$ cat config.mk
export PLATFORM = sky130hd
export DESIGN_NAME = shift_seq_ctrl_flat
export DESIGN_NICKNAME = d
export VERILOG_FILES = /design/src/rtl/shift_seq_ctrl_if.sv /design/src/rtl/shift_seq_ctrl.sv /design/src/flat_wrapper.sv
export SDC_FILE = /design/constraint.sdc
export NUM_CORES = 1
export LEC_CHECK = 0
export CORE_UTILIZATION = 51
export CTS_CLUSTER_DIAMETER = 50
export DETAILED_ROUTE_END_ITERATION = 10
export HOLD_SLACK_MARGIN = 0.15
export PLACE_DENSITY = 0.86
export SETUP_SLACK_MARGIN = 0.5
export SYNTH_ARGS = -nofsm -noshare
export SYNTH_HDL_FRONTEND = slang
export SYNTH_SLANG_ARGS = --single-unit
$ cat constraint.sdc
create_clock -name clk -period 6.4 [get_ports clk]
set_input_delay 0.96 -clock clk [delete_from_list [all_inputs] [get_ports clk]]
set_output_delay 0.96 -clock clk [all_outputs]
set_load 0.05 [all_outputs]
$ cat src/rtl/shift_seq_ctrl_if.sv
// Request/response bundle between the operand-2 sequencer and its client,
// including the combinational register-file read port.
interface shift_seq_ctrl_if #(
  parameter int DATA_W = 32
);
  logic              start;
  logic [31:0]       IR;
  logic              C_in;
  logic [3:0]        rf_addr;
  logic [DATA_W-1:0] rf_data;
  logic [DATA_W-1:0] Q;
  logic              C_out;
  logic              busy;
  logic              done;
  logic              illegal;

  modport master (
    output start, IR, C_in, rf_data,
    input  rf_addr, Q, C_out, busy, done, illegal
  );

  modport slave (
    input  start, IR, C_in, rf_data,
    output rf_addr, Q, C_out, busy, done, illegal
  );
endinterface

$ cat src/rtl/shift_seq_ctrl.sv
// Multi-cycle operand-2 shifter sequencer: decodes the DP IR, reads Rm/Rs, shifts 1 bit/cycle.
// Optional macro SHIFT_CLAMP_EN clamps the loaded count so large shifts finish sooner.
module shift_seq_ctrl #(
  parameter int DATA_W = 32,
  parameter int AMT_W  = 8
) (
  input  logic             clk,
  input  logic             reset_n,
  shift_seq_ctrl_if.slave  bus
);

  localparam logic [1:0] IDLE  = 2'd0;
  localparam logic [1:0] RD_RM = 2'd1;
  localparam logic [1:0] RD_RS = 2'd2;
  localparam logic [1:0] SHIFT = 2'd3;

  localparam logic [1:0] OP_LSL = 2'd0;
  localparam logic [1:0] OP_LSR = 2'd1;
  localparam logic [1:0] OP_ASR = 2'd2;
  localparam logic [1:0] OP_ROR = 2'd3;

`ifdef SHIFT_CLAMP_EN
  localparam bit CLAMP_EN = 1'b1;
`else
  localparam bit CLAMP_EN = 1'b0;
`endif

  // Beyond 33 steps LSL/LSR/ASR results stop changing, and ROR repeats every 32.
  function automatic logic [AMT_W-1:0] eff_count(input logic [1:0] op_sel,
                                                 input logic [AMT_W-1:0] amt);
    logic [AMT_W-1:0] amt_m1;
    amt_m1 = amt - AMT_W'(1);
    if (CLAMP_EN && op_sel == OP_ROR && amt > AMT_W'(32))
      return {{(AMT_W-5){1'b0}}, amt_m1[4:0]} + AMT_W'(1);
    if (CLAMP_EN && op_sel != OP_ROR && amt > AMT_W'(33))
      return AMT_W'(33);
    return amt;
  endfunction

  logic [1:0]        state;
  logic [AMT_W-1:0]  cnt;
  logic [1:0]        op;
  logic              s_q;
  logic              reg_form_q;
  logic              illegal_q;
  logic [3:0]        rs_addr_q;
  logic [DATA_W-1:0] q_r;
  logic              c_out_r;
  logic              busy_r;
  logic              done_r;
  logic              illegal_r;
  logic [3:0]        rf_addr_r;

  logic              imm_form;
  logic              shift_form;
  logic [DATA_W-1:0] step_q;
  logic              step_c;
  logic              unused_ir_bits;

  assign imm_form   = (bus.IR[27:25] == 3'b001);
  assign shift_form = (bus.IR[27:25] == 3'b000) && (!bus.IR[4] || !bus.IR[7]);
  assign unused_ir_bits = ^{bus.IR[31:28], bus.IR[24:21], bus.IR[19:12]};

  // NOTE: every output of an always_comb gets a default first so no latch is inferred.
  always_comb begin
    step_q = q_r;
    step_c = 1'b0;
    case (op)
      OP_LSL: begin
        step_q = {q_r[DATA_W-2:0], 1'b0};
        step_c = q_r[DATA_W-1];
      end
      OP_LSR: begin
        step_q = {1'b0, q_r[DATA_W-1:1]};
        step_c = q_r[0];
      end
      OP_ASR: begin
        step_q = {q_r[DATA_W-1], q_r[DATA_W-1:1]};
        step_c = q_r[0];
      end
      default: begin
        step_q = {q_r[0], q_r[DATA_W-1:1]};
        step_c = q_r[0];
      end
    endcase
  end

  // NOTE: sequential state uses non-blocking assignments so all registers update together.
  always_ff @(posedge clk or negedge reset_n) begin
    if (!reset_n) begin
      state      <= IDLE;
      cnt        <= '0;
      op         <= OP_LSL;
      s_q        <= 1'b0;
      reg_form_q <= 1'b0;
      illegal_q  <= 1'b0;
      rs_addr_q  <= '0;
      q_r        <= '0;
      c_out_r    <= 1'b0;
      busy_r     <= 1'b0;
      done_r     <= 1'b0;
      illegal_r  <= 1'b0;
      rf_addr_r  <= '0;
    end else begin
      case (state)
        IDLE: begin
          done_r <= 1'b0;
          if (bus.start) begin
            busy_r    <= 1'b1;
            illegal_r <= 1'b0;
            s_q       <= bus.IR[20];
            // C_out starts at the incoming carry; shifting steps overwrite it only when S=1.
            c_out_r   <= bus.C_in;
            if (imm_form) begin
              q_r       <= {{(DATA_W-8){1'b0}}, bus.IR[7:0]};
              op        <= OP_ROR;
              cnt       <= eff_count(OP_ROR, {{(AMT_W-5){1'b0}}, bus.IR[11:8], 1'b0});
              illegal_q <= 1'b0;
              state     <= SHIFT;
            end else if (shift_form) begin
              rf_addr_r  <= bus.IR[3:0];
              op         <= bus.IR[6:5];
              reg_form_q <= bus.IR[4];
              rs_addr_q  <= bus.IR[11:8];
              cnt        <= bus.IR[4] ? '0
                          : eff_count(bus.IR[6:5], {{(AMT_W-5){1'b0}}, bus.IR[11:7]});
              illegal_q  <= 1'b0;
              state      <= RD_RM;
            end else begin
              // Unsupported encodings drain through SHIFT with a zero count.
              q_r       <= '0;
              cnt       <= '0;
              illegal_q <= 1'b1;
              state     <= SHIFT;
            end
          end
        end
        RD_RM: begin
          q_r <= bus.rf_data;
          if (reg_form_q) begin
            rf_addr_r <= rs_addr_q;
            state     <= RD_RS;
          end else begin
            state <= SHIFT;
          end
        end
        RD_RS: begin
          cnt   <= eff_count(op, bus.rf_data[AMT_W-1:0]);
          state <= SHIFT;
        end
        default: begin
          if (cnt != '0) begin
            q_r <= step_q;
            if (s_q) c_out_r <= step_c;
            cnt <= cnt - AMT_W'(1);
          end else begin
            done_r    <= 1'b1;
            busy_r    <= 1'b0;
            illegal_r <= illegal_q;
            state     <= IDLE;
          end
        end
      endcase
    end
  end

  assign bus.Q       = q_r;
  assign bus.C_out   = c_out_r;
  assign bus.busy    = busy_r;
  assign bus.done    = done_r;
  assign bus.illegal = illegal_r;
  assign bus.rf_addr = rf_addr_r;

endmodule

$ cat src/flat_wrapper.sv
// flat-port wrapper written by rule: the top's interface ports become plain ports
module shift_seq_ctrl_flat 
#(
  parameter int DATA_W = 32,
  parameter int AMT_W  = 8
)
  (clk, reset_n, bus_start, bus_IR, bus_C_in, bus_rf_data, bus_rf_addr, bus_Q, bus_C_out, bus_busy, bus_done, bus_illegal);
  shift_seq_ctrl_if #(.DATA_W(DATA_W)) bus_i ();
  input  logic clk;
  input  logic reset_n;
  input wire logic [$bits(bus_i.start)-1:0] bus_start;
  input wire logic [$bits(bus_i.IR)-1:0] bus_IR;
  input wire logic [$bits(bus_i.C_in)-1:0] bus_C_in;
  input wire logic [$bits(bus_i.rf_data)-1:0] bus_rf_data;
  output wire logic [$bits(bus_i.rf_addr)-1:0] bus_rf_addr;
  output wire logic [$bits(bus_i.Q)-1:0] bus_Q;
  output wire logic [$bits(bus_i.C_out)-1:0] bus_C_out;
  output wire logic [$bits(bus_i.busy)-1:0] bus_busy;
  output wire logic [$bits(bus_i.done)-1:0] bus_done;
  output wire logic [$bits(bus_i.illegal)-1:0] bus_illegal;
  assign bus_i.start = bus_start;
  assign bus_i.IR = bus_IR;
  assign bus_i.C_in = bus_C_in;
  assign bus_i.rf_data = bus_rf_data;
  assign bus_rf_addr = bus_i.rf_addr;
  assign bus_Q = bus_i.Q;
  assign bus_C_out = bus_i.C_out;
  assign bus_busy = bus_i.busy;
  assign bus_done = bus_i.done;
  assign bus_illegal = bus_i.illegal;
  shift_seq_ctrl #(.DATA_W(DATA_W), .AMT_W(AMT_W)) u_core (.clk(clk), .reset_n(reset_n), .bus(bus_i));
endmodule
==> results.py, run 1 <==
metrics = {
    "setup_path": {
        "cp.arrival_ns": 3.11,
        "worst-path-buf-inv": 2,
        "worstPathRequired_ns": 6.62,
        "crit_family": "buffers and inverters",
        "start_kind": "primary input",
        "worstPathMaxFanout": 31,
        "path_cells": "clkdlybuf4s50_1 -> a21oi_1 -> a311oi_1 -> o21ai_4 -> buf_4 -> mux2_4",
        "endpoint_kind": "register",
        "slowest_delay_ns": 0.65,
        "critPathKind": "in2reg",
        "crit_slowest_cell": "a311oi_1",
    },
    "yosys": {
        "synth-simple-area-share": 0.0877,
        "synthAdderAreaFrac": 0.0210,
        "syn_nets": 411,
        "yosys_warnings": 0,
        "syn_avg_cell_area_sq_um": 10.6,
        "synth.cell_area_sq_mm": 0.00357,
        "synth_xor_area_frac": 0.00246,
        "async_reset_ff_frac": 1.00,
        "synth_seq_cells": 59,
        "ys_seq_area_frac": 0.414,
        "muxShareOfSynthArea": 0.263,
        "synth_compound_area_frac": 0.172,
        "syn_inst": 337,
        "synthDistinctLibCells": 47,
        "synth_edf_count": 0,
        "synth_top_family_by_area": "multiplexers",
        "synth_top_flop_cell": "dfrtp_1",
    },
    "power_and_ir_drop": {
        "power_density_mw_per_mm2": 608,
        "irDropWorstVdd_v": 0.000278,
        "leakagePower_nw": 1.99,
    },
    "clock_tree": {
        "clock_sinks": 59,
        "cts_hold_buffers": 0,
        "cts_tree": "built",
        "cts_resized": 0,
        "cts_made_buffers": 9,
        "clockRootBuffer": "clkbuf_8",
        "clk_latency_ns": 0.34,
        "clkSlewWorstSetupHoldPaths_ns": 0.07,
        "cts_max_level": 3,
        "post-cts-setup-buffers": 0,
        "cts_buffer_depth": 2,
    },
    "floorplanning": {
        "num_io_pins": 108,
        "coreArea_sq_mm": 0.00676,
        "die_area_sq_mm": 0.00733,
        "start_util": 0.528,
        "die_y_um": 85.6,
        "rows": 30,
        "dieWidth_um": 85.6,
    },
    "grt": {
        "grt_max_degree": 60,
        "antenna_found_initial": 0,
        "grt_overflow": 0,
        "grt_pass1_wl_um": 14800,
        "grt_pass1_vias": 3034,
        "grt_usage": 0.259,
    },
    "placement": {
        "portBuffers": 91,
        "place_congestion": 0.869,
        "placed_area_sq_mm": 0.00451,
        "dp_hpwl_um": 6170,
    },
    "run_status": {
        "status": "complete, no violations",
    },
    "sta": {
        "max_freq_ghz": 0.346,
        "slew_viol_final": 0,
        "finalSetupTns_ns": 0,
        "hold_viol": 0,
        "slew_headroom": 0.238,
        "clock_skew_ns": 0.0115,
        "fin_crit_sh": 0.452,
        "finalSetupViolations": 0,
        "worst_slew_pin_slew_ns": 1.14,
        "rsz0062_at_grt": "false",
        "min_period_ns": 2.89,
    },
    "detailed_routing": {
        "detail_route.wl_per_cell_um": 18.0,
        "wirelength_um": 9140,
        "ant_nets": 0,
        "vias_per_cell": 6.08,
        "drt_iter0_drc": 239,
        "first_pass_iters": 5,
        "dr_total_vias": 3088,
        "post-route-drc-count": 0,
    },
    "finish": {
        "nNetsFinal": 497,
        "drive_gt1_frac": 0.161,
        "antenna_cells": 0,
        "fillers": 480,
        "stdcell_area_sq_mm": 0.00476,
        "syn2layout_area_growth_pct": 33.4,
    },
    "worst_hold_path": {
        "worstHoldPathType": "reg2reg",
    },
    "job": {
        "maxCapViolCount": 0,
    },
}
power by group:
part / switching, mW / total, mW / leakage [nW] / internal, mW
logic: 0.994 / 1.76 / 1.13 / 0.762
registers: 0.160 / 0.703 / 0.736 / 0.543
clock network: 0.163 / 0.433 / 0.123 / 0.270
total: 1.32 / 2.89 / 1.99 / 1.58
path summary, 6_finish.rpt:
kind                                        startpoint                      endpoint  slack [ns]  cells past startpoint
hold reg to reg                 u_core.s_q$_DFFE_PN0P_        u_core.s_q$_DFFE_PN0P_        0.51                      1
setup reg to reg           u_core.state[0]$_DFFE_PN0P_  u_core.bus.Q[18]$_DFFE_PN0P_        3.65                      6
max in group asynchronous                      reset_n     u_core.cnt[6]$_DFFE_PN0P_        5.13                      2
setup / recovery                             bus_IR[7]  u_core.bus.Q[21]$_DFFE_PN0P_        3.51                      6
min in group asynchronous                      reset_n  u_core.bus.Q[27]$_DFFE_PN0P_        0.77                      2
hold / removal                  u_core.s_q$_DFFE_PN0P_        u_core.s_q$_DFFE_PN0P_        0.51                      1
cells in the mapped netlist (all sizes together), types with 2 or more instances:
library cell,n,area (sq um)
nand2b,2,20.0
nand2,28,105
a21oi,16,80.1
mux2,38,537
ha,6,75.1
inv,11,41.3
o22a,3,26.3
nor2b,3,18.8
or2,4,25.0
nor3,4,20.0
a222oi,3,30.0
nor2,15,56.3
mux2i,40,400
a211oi,2,15.0
a31oi,5,31.3
clkbuf,12,45.0
buf,8,57.6
dfrtp,59,1480
a22oi,11,82.6
o21ai,46,241
final cells by class:
class                      instances  area, sq um  share of cell area
tap                               80          100              0.0210
clock inverter                     6          111              0.0234
clock buffer                      10          138              0.0289
timing repair buffer              95          936               0.197
multi-input combinational        247         1950               0.411
sequential                        59         1480               0.310
inverter                          11         41.3             0.00868
sequential cells by signal, summed over array words and instances, names as in the netlist:
| name | cells |
|---|---|
| u_core.bus.done | 1 |
| u_core.op | 2 |
| u_core.bus.busy | 1 |
| u_core.state | 2 |
| u_core.s_q | 1 |
| u_core.bus.rf_addr | 4 |
| u_core.bus.Q | 32 |
| u_core.cnt | 8 |
| u_core.bus.C_out | 1 |
| u_core.bus.illegal | 1 |
| u_core.rs_addr_q | 4 |
| u_core.illegal_q | 1 |
| u_core.reg_form_q | 1 |
cells in the final DEF, fill, tap and decap left out, drive strengths merged, types with 4 or more instances in the layout:
cell            n
nor2           15
nand2          28
ha              6
a21oi          16
dfrtp          59
buf             5
o21ai          46
inv            12
mux2           38
clkdlybuf4s50  90
nor3            4
or2             4
mux2i          40
a31oi           5
a22oi          11
clkbuf         10
stage by stage:
| stage | cells | setup slack (ns) | hold slack (ns) | power [mW] | utilization |
|---|---|---|---|---|---|
| global placement | 492 | 3.23 | 0.480 | 2.39 | 0.667 |
| CTS | 508 | 3.54 | 0.511 | 2.88 | 0.704 |
| floorplan | 337 | 4.18 | 0.463 | 2.01 | - |
| global route | 508 | 3.37 | 0.534 | 3.05 | 0.704 |
| finish | 508 | 3.51 | 0.507 | 2.89 | 0.704 |
| detailed placement | 492 | 3.18 | 0.495 | 2.44 | 0.667 |
per-layer routing:
metal | wire length (um) | global-route usage | up-vias
met2 | 4320 | 0.417 | 158
met5 | 0 | 0 | -
met1 | 3870 | 0.339 | 1493
li1 | - | - | 1410
met3 | 722 | 0.0539 | 27
met4 | 230 | 0.115 | 0
cells by family after synthesis:
logic type,count (synthesis)
AOI/OAI and AO/OA,98
xor gates and xnor gates,1
adders and majority gates,6
buffers and inverters,31
DFF,59
muxes,78
and+or+nand+nor,64
Note: power is estimated with default switching activity, not from simulation.
==> inputs of run 2 (changes only) <==
Settings changed: CORE_UTILIZATION 51 to 48, PLACE_DENSITY 0.86 to 0.82.
Clock period 6.4 ns to 2.8 ns, I/O delays scaled along.
==> run 2 against run 1 <==
Compared with the run above: critical path depth grew 2; design area is 4.2% higher; worst hold slack lost 0.0039 ns; non-clock buffer count rose by 17; highest routed layer unchanged; first-iteration DRC count fell by 19%; count of clock-buffer cells in the layout rose by 1; routed wire length is 6.5% higher; core utilization decreased by 1.7 points; sequential power is 130% higher.
==> results.py, run 2 (synthesis results as in run 1) <==
metrics = {
    "run_status": {
        "status": "complete, no violations",
    },
    "placement": {
        "placed_area_sq_mm": 0.00463,
        "place_congestion": 0.852,
        "portBuffers": 91,
        "place_ws_ns": 0.254,
        "dp_hpwl_um": 6710,
    },
    "finish": {
        "antenna_cells": 0,
        "layout_common_cells": "clkdlybuf4s50_1, dfrtp_1, o21ai_0",
        "drive_gt1_frac": 0.189,
        "syn2layout_area_growth_pct": 39.0,
        "largest_reg_flops": 32,
        "stdcell_area_sq_mm": 0.00496,
        "nNetsFinal": 514,
        "layout.cells.most_common": "clkdlybuf4s50_1",
    },
    "detailed_routing": {
        "first_pass_iters": 5,
        "ant_nets": 0,
        "drt_iter0_drc": 193,
        "dr_total_vias": 3125,
        "vias_per_cell": 5.76,
        "detail_route.wl_per_cell_um": 17.9,
        "wirelength_um": 9730,
        "post-route-drc-count": 0,
    },
    "sta": {
        "worst_slew_pin_slew_ns": 0.768,
        "finalSetupViolations": 0,
        "finalSetupTns_ns": 0,
        "slew_headroom": 0.484,
        "hold_viol": 0,
        "fin_crit_sh": 0.806,
        "slew_viol_final": 0,
        "rsz0062_at_grt": "false",
        "setup_ws_ns": 0.542,
        "max_freq_ghz": 0.443,
        "whs_ns": 0.503,
        "min_period_ns": 2.26,
        "clock_skew_ns": 0.0158,
    },
    "clock_tree": {
        "clockRootBuffer": "clkbuf_8",
        "cts_made_buffers": 9,
        "cts_max_level": 3,
        "cts_buffer_depth": 2,
        "clkSlewWorstSetupHoldPaths_ns": 0.07,
        "clk_latency_ns": 0.35,
        "cts_tree": "built",
        "clock_sinks": 59,
    },
    "grt": {
        "grt_pass1_wl_um": 15300,
        "grt_use_met2": 0.425,
        "antenna_found_initial": 0,
        "use_met1": 0.331,
        "grt_usage": 0.261,
        "grt_max_degree": 40,
        "grt_busiest_layer": "met2",
        "gr-usage-met3": 0.0650,
        "grt_pass1_vias": 3111,
        "grt_overflow": 0,
    },
    "setup_path": {
        "worstPathMaxFanout": 7,
        "cp.arrival_ns": 2.49,
        "worstPathRequired_ns": 3.03,
        "endpoint_kind": "register",
        "start_kind": "register",
        "critPathKind": "reg2reg",
    },
    "floorplanning": {
        "dieWidth_um": 88.2,
        "die_y_um": 88.2,
        "rows": 31,
        "die_area_sq_mm": 0.00778,
        "start_util": 0.494,
        "num_io_pins": 108,
        "coreArea_sq_mm": 0.00721,
    },
    "job": {
        "maxCapViolCount": 0,
    },
    "worst_hold_path": {
        "worstHoldPathType": "reg2reg",
    },
    "power_and_ir_drop": {
        "leakagePower_nw": 2.07,
        "power_density_mw_per_mm2": 1390,
        "total_power_mw": 6.89,
        "irDropWorstVdd_v": 0.000672,
    },
}
[run 2: changes by cell type in the layout (fill, tap and decap cells not counted), moves of 2 or more]
| cell | delta |
|---|---|
| inv_1 | -2 |
| clkbuf_1 | +2 |
| buf_4 | +9 |
| buf_12 | +4 |
| clkbuf_16 | +2 |
| inv_2 | +2 |
[run 2: final timing paths]
kind                                      startpoint                      endpoint  slack [ns]  depth (start not counted)
setup / recovery           u_core.cnt[0]$_DFFE_PN0P_  u_core.bus.Q[18]$_DFFE_PN0P_        0.54                          8
hold reg to reg               u_core.s_q$_DFFE_PN0P_        u_core.s_q$_DFFE_PN0P_        0.50                          1
setup reg to reg           u_core.cnt[0]$_DFFE_PN0P_  u_core.bus.Q[18]$_DFFE_PN0P_        0.54                          8
min in group asynchronous                    reset_n  u_core.bus.Q[29]$_DFFE_PN0P_        0.54                          2
hold / removal                u_core.s_q$_DFFE_PN0P_        u_core.s_q$_DFFE_PN0P_        0.50                          1
max in group asynchronous                    reset_n  u_core.bus.Q[15]$_DFFE_PN0P_        1.58                          3
[run 2: timing repair]
action	in CTS	in global routing
gates resized for setup	0	3
hold buffers	1	0
pin swaps	1	1
hold endpoints to repair	16	0
endpoints found under the setup margin	30	29
gates cloned	0	2
setup buffers	2	4
[run 2: worst max-delay path: stages, from the launching register on]
cell,delay [ns]
dfrtp_1,0.39
inv_2,0.09
ha_1,0.16
or4b_4,0.49
nand2b_4,0.21
o21ai_4,0.20
buf_12,0.15
buf_12,0.12
mux2_2,0.34
[run 2: area by class of cell]
type                    count  area [sq um]
fillers                   543          2260
well taps                  99           124
flip-flops and latches     59          1480
repair buffers            112          1150
multi-input cells         247          1950
inverters                  11          41.3
clock buffers              11           131
clock inverters             4          76.3
[run 2: stage by stage]
stage | utilization | instances
final | 0.687 | 543
after CTS | 0.674 | 537
after global placement | 0.642 | 519
after global routing | 0.687 | 543
after floorplan | - | 337
after detailed placement | 0.642 | 519
[run 2: layer usage]
metal,share of wire,vias up
met5,0,-
met4,0.030,0
met3,0.066,26
met2,0.48,140
met1,0.42,1515
li1,-,1444
[run 2: power by group]
group	internal [mW]	switching (mW)
combinational	2.05	2.37
clock	0.498	0.350
sequential	1.24	0.370
==> inputs of run 3 (changes only) <==
Clock period 2.8 ns to 2.3 ns, I/O delays scaled along.
==> run 3 against run 2 <==
Compared with the run above: routed wire length increased by 6.4%; clock power increased by 30%; sequential share of layout area decreased by 1.5 points; critical path depth increased by 1; first-iteration DRC count increased by 16%; cell count increased by 3.9%; register-to-register slack got worse by 0.40 ns; global-route usage increased by 1.8 points; clock skew decreased by 0.0040 ns; critical endpoint is now u_core.bus.Q[16]$_DFFE_PN0P_.
==> results.py, run 3 (synthesis results as in run 1) <==
metrics = {
    "setup_path": {
        "crit_slowest_cell": "or4b_4",
        "worstPathMaxFanout": 6,
        "endpoint_kind": "register",
        "critPathKind": "reg2reg",
        "r2r-end": "u_core.bus.Q[16]$_DFFE_PN0P_",
        "start_kind": "register",
        "worstPathRequired_ns": 2.53,
        "r2r_slack_ns": 0.14,
        "slowest_delay_ns": 0.45,
        "rr_worst_depth": 9,
        "path_cells": "inv_2 -> ha_4 -> or4b_4 -> nand2b_4 -> o21ai_4 -> buf_6 -> buf_12 -> buf_16 -> mux2_4",
        "cp.arrival_ns": 2.39,
        "reg2reg_from": "u_core.cnt[1]$_DFFE_PN0P_",
        "crit_path_start": "u_core.cnt[1]$_DFFE_PN0P_",
    },
    "finish": {
        "layout_common_cells": "dfrtp_1, clkdlybuf4s50_1, dlygate4sd2_1",
        "syn2layout_area_growth_pct": 46.5,
        "fin_util": 0.725,
        "nNetsFinal": 534,
        "stdcell_count": 564,
        "layout.cells.most_common": "dfrtp_1",
        "antenna_cells": 0,
        "largest_reg_flops": 32,
        "drive_gt1_frac": 0.269,
        "stdcell_area_sq_mm": 0.00523,
    },
    "floorplanning": {
        "dieWidth_um": 88.2,
        "start_util": 0.494,
        "num_io_pins": 108,
        "rows": 31,
        "die_area_sq_mm": 0.00778,
        "die_y_um": 88.2,
        "coreArea_sq_mm": 0.00721,
    },
    "sta": {
        "min_period_ns": 2.16,
        "worst_slew_pin_slew_ns": 0.726,
        "rsz0062_at_grt": "true",
        "finalSetupTns_ns": 0,
        "hold_viol": 0,
        "clock_skew_ns": 0.0119,
        "max_freq_ghz": 0.462,
        "finalSetupViolations": 0,
        "slew_headroom": 0.513,
        "slew_viol_final": 0,
        "fin_crit_sh": 0.940,
    },
    "placement": {
        "portBuffers": 91,
        "placed_area_sq_mm": 0.00465,
        "dp_cells": 524,
        "dp_hpwl_um": 6720,
        "place_congestion": 0.829,
    },
    "grt": {
        "antenna_found_initial": 0,
        "grt_usage": 0.278,
        "grt_max_degree": 34,
        "grt_pass1_vias": 3261,
        "grt_overflow": 0,
        "grt_pass1_wl_um": 16300,
    },
    "power_and_ir_drop": {
        "leakagePower_nw": 2.32,
        "irDropWorstVdd_v": 0.000766,
        "total_power_mw": 8.87,
        "power_density_mw_per_mm2": 1700,
    },
    "detailed_routing": {
        "m1WireLength_um": 4300,
        "first_pass_iters": 5,
        "dr_total_vias": 3268,
        "drt_iter0_drc": 223,
        "vias_per_cell": 5.79,
        "wirelength_um": 10400,
        "wl_met3_um": 625,
        "ant_nets": 0,
        "maxUsedRoutingLayer": "met4",
        "detail_route.wl_per_cell_um": 18.4,
        "wl_met2_um": 5200,
        "post-route-drc-count": 0,
    },
    "clock_tree": {
        "clockRootBuffer": "clkbuf_8",
        "clkSlewWorstSetupHoldPaths_ns": 0.07,
        "clock_sinks": 59,
        "cts_buffer_depth": 2,
        "cts_tree": "built",
        "clk_latency_ns": 0.35,
        "cts_max_level": 3,
        "cts_made_buffers": 9,
    },
    "run_status": {
        "status": "complete, no violations",
    },
    "worst_hold_path": {
        "hold_start": "u_core.s_q$_DFFE_PN0P_",
        "worstHoldPathCells": 1,
        "worstHoldPathType": "reg2reg",
        "min_to": "u_core.s_q$_DFFE_PN0P_",
    },
    "job": {
        "maxCapViolCount": 0,
    },
}
==> run 3: final cells by class <==
type                    instances  area [sq um]
multi-input cells             247          2080
fillers                       509          1990
flip-flops and latches         59          1480
repair buffers                132          1280
clock buffers                  10           138
well taps                      99           124
clock inverters                 6          88.8
inverters                      11          41.3
==> run 3: critical path: cells and delay by family, from the launching register on <==
| family | cells | cell delay, ns |
|---|---|---|
| AOI/OAI and AO/OA | 1 | 0.16 |
| adders and majority gates | 1 | 0.12 |
| buffers and inverters | 4 | 0.44 |
| DFF | 1 | 0.40 |
| muxes | 1 | 0.29 |
| and+or+nand+nor | 2 | 0.63 |
==> run 3: report_power, final <==
| part | internal, mW | switching [mW] |
|---|---|---|
| sequential | 1.51 | 0.444 |
| clock | 0.639 | 0.459 |
| combinational | 2.69 | 3.12 |
| total | 4.84 | 4.02 |
==> run 3: how the worst max path moves through the flow <==
stage                                   endpoint  slack, ns
finish              u_core.bus.Q[16]$_DFFE_PN0P_       0.14
global route        u_core.bus.Q[16]$_DFFE_PN0P_       0.09
CTS                 u_core.bus.Q[16]$_DFFE_PN0P_       0.15
detailed placement  u_core.bus.Q[15]$_DFFE_PN0P_      0.009
global placement    u_core.bus.Q[26]$_DFFE_PN0P_       0.06
floorplan           u_core.bus.Q[19]$_DFFE_PN0P_       0.28
==> run 3: per-stage QoR <==
stage          worst slack, ns  hold slack [ns]
2_1_floorplan            0.285           0.0494
3_3_place_gp            0.0587            0.380
3_5_place_dp           0.00857            0.407
4_1_cts                  0.150            0.504
5_1_grt                 0.0853            0.544
6_report                 0.138            0.515
==> run 3: timing repair <==
| item | 4_1_cts | 5_1_grt |
|---|---|---|
| gates cloned | 4 | 0 |
| hold buffers | 1 | 0 |
| endpoints found under the hold margin | 24 | 0 |
| gates resized for setup | 71 | 13 |
| pin swaps | 5 | 7 |
| endpoints found under the setup margin | 94 | 53 |
| setup buffers | 13 | 6 |
==> run 3: routing by layer <==
metal / GRT usage / up-vias
met5: 0 / -
met4: 0.113 / 0
met3: 0.0509 / 25
met2: 0.481 / 149
met1: 0.342 / 1607
li1: - / 1487
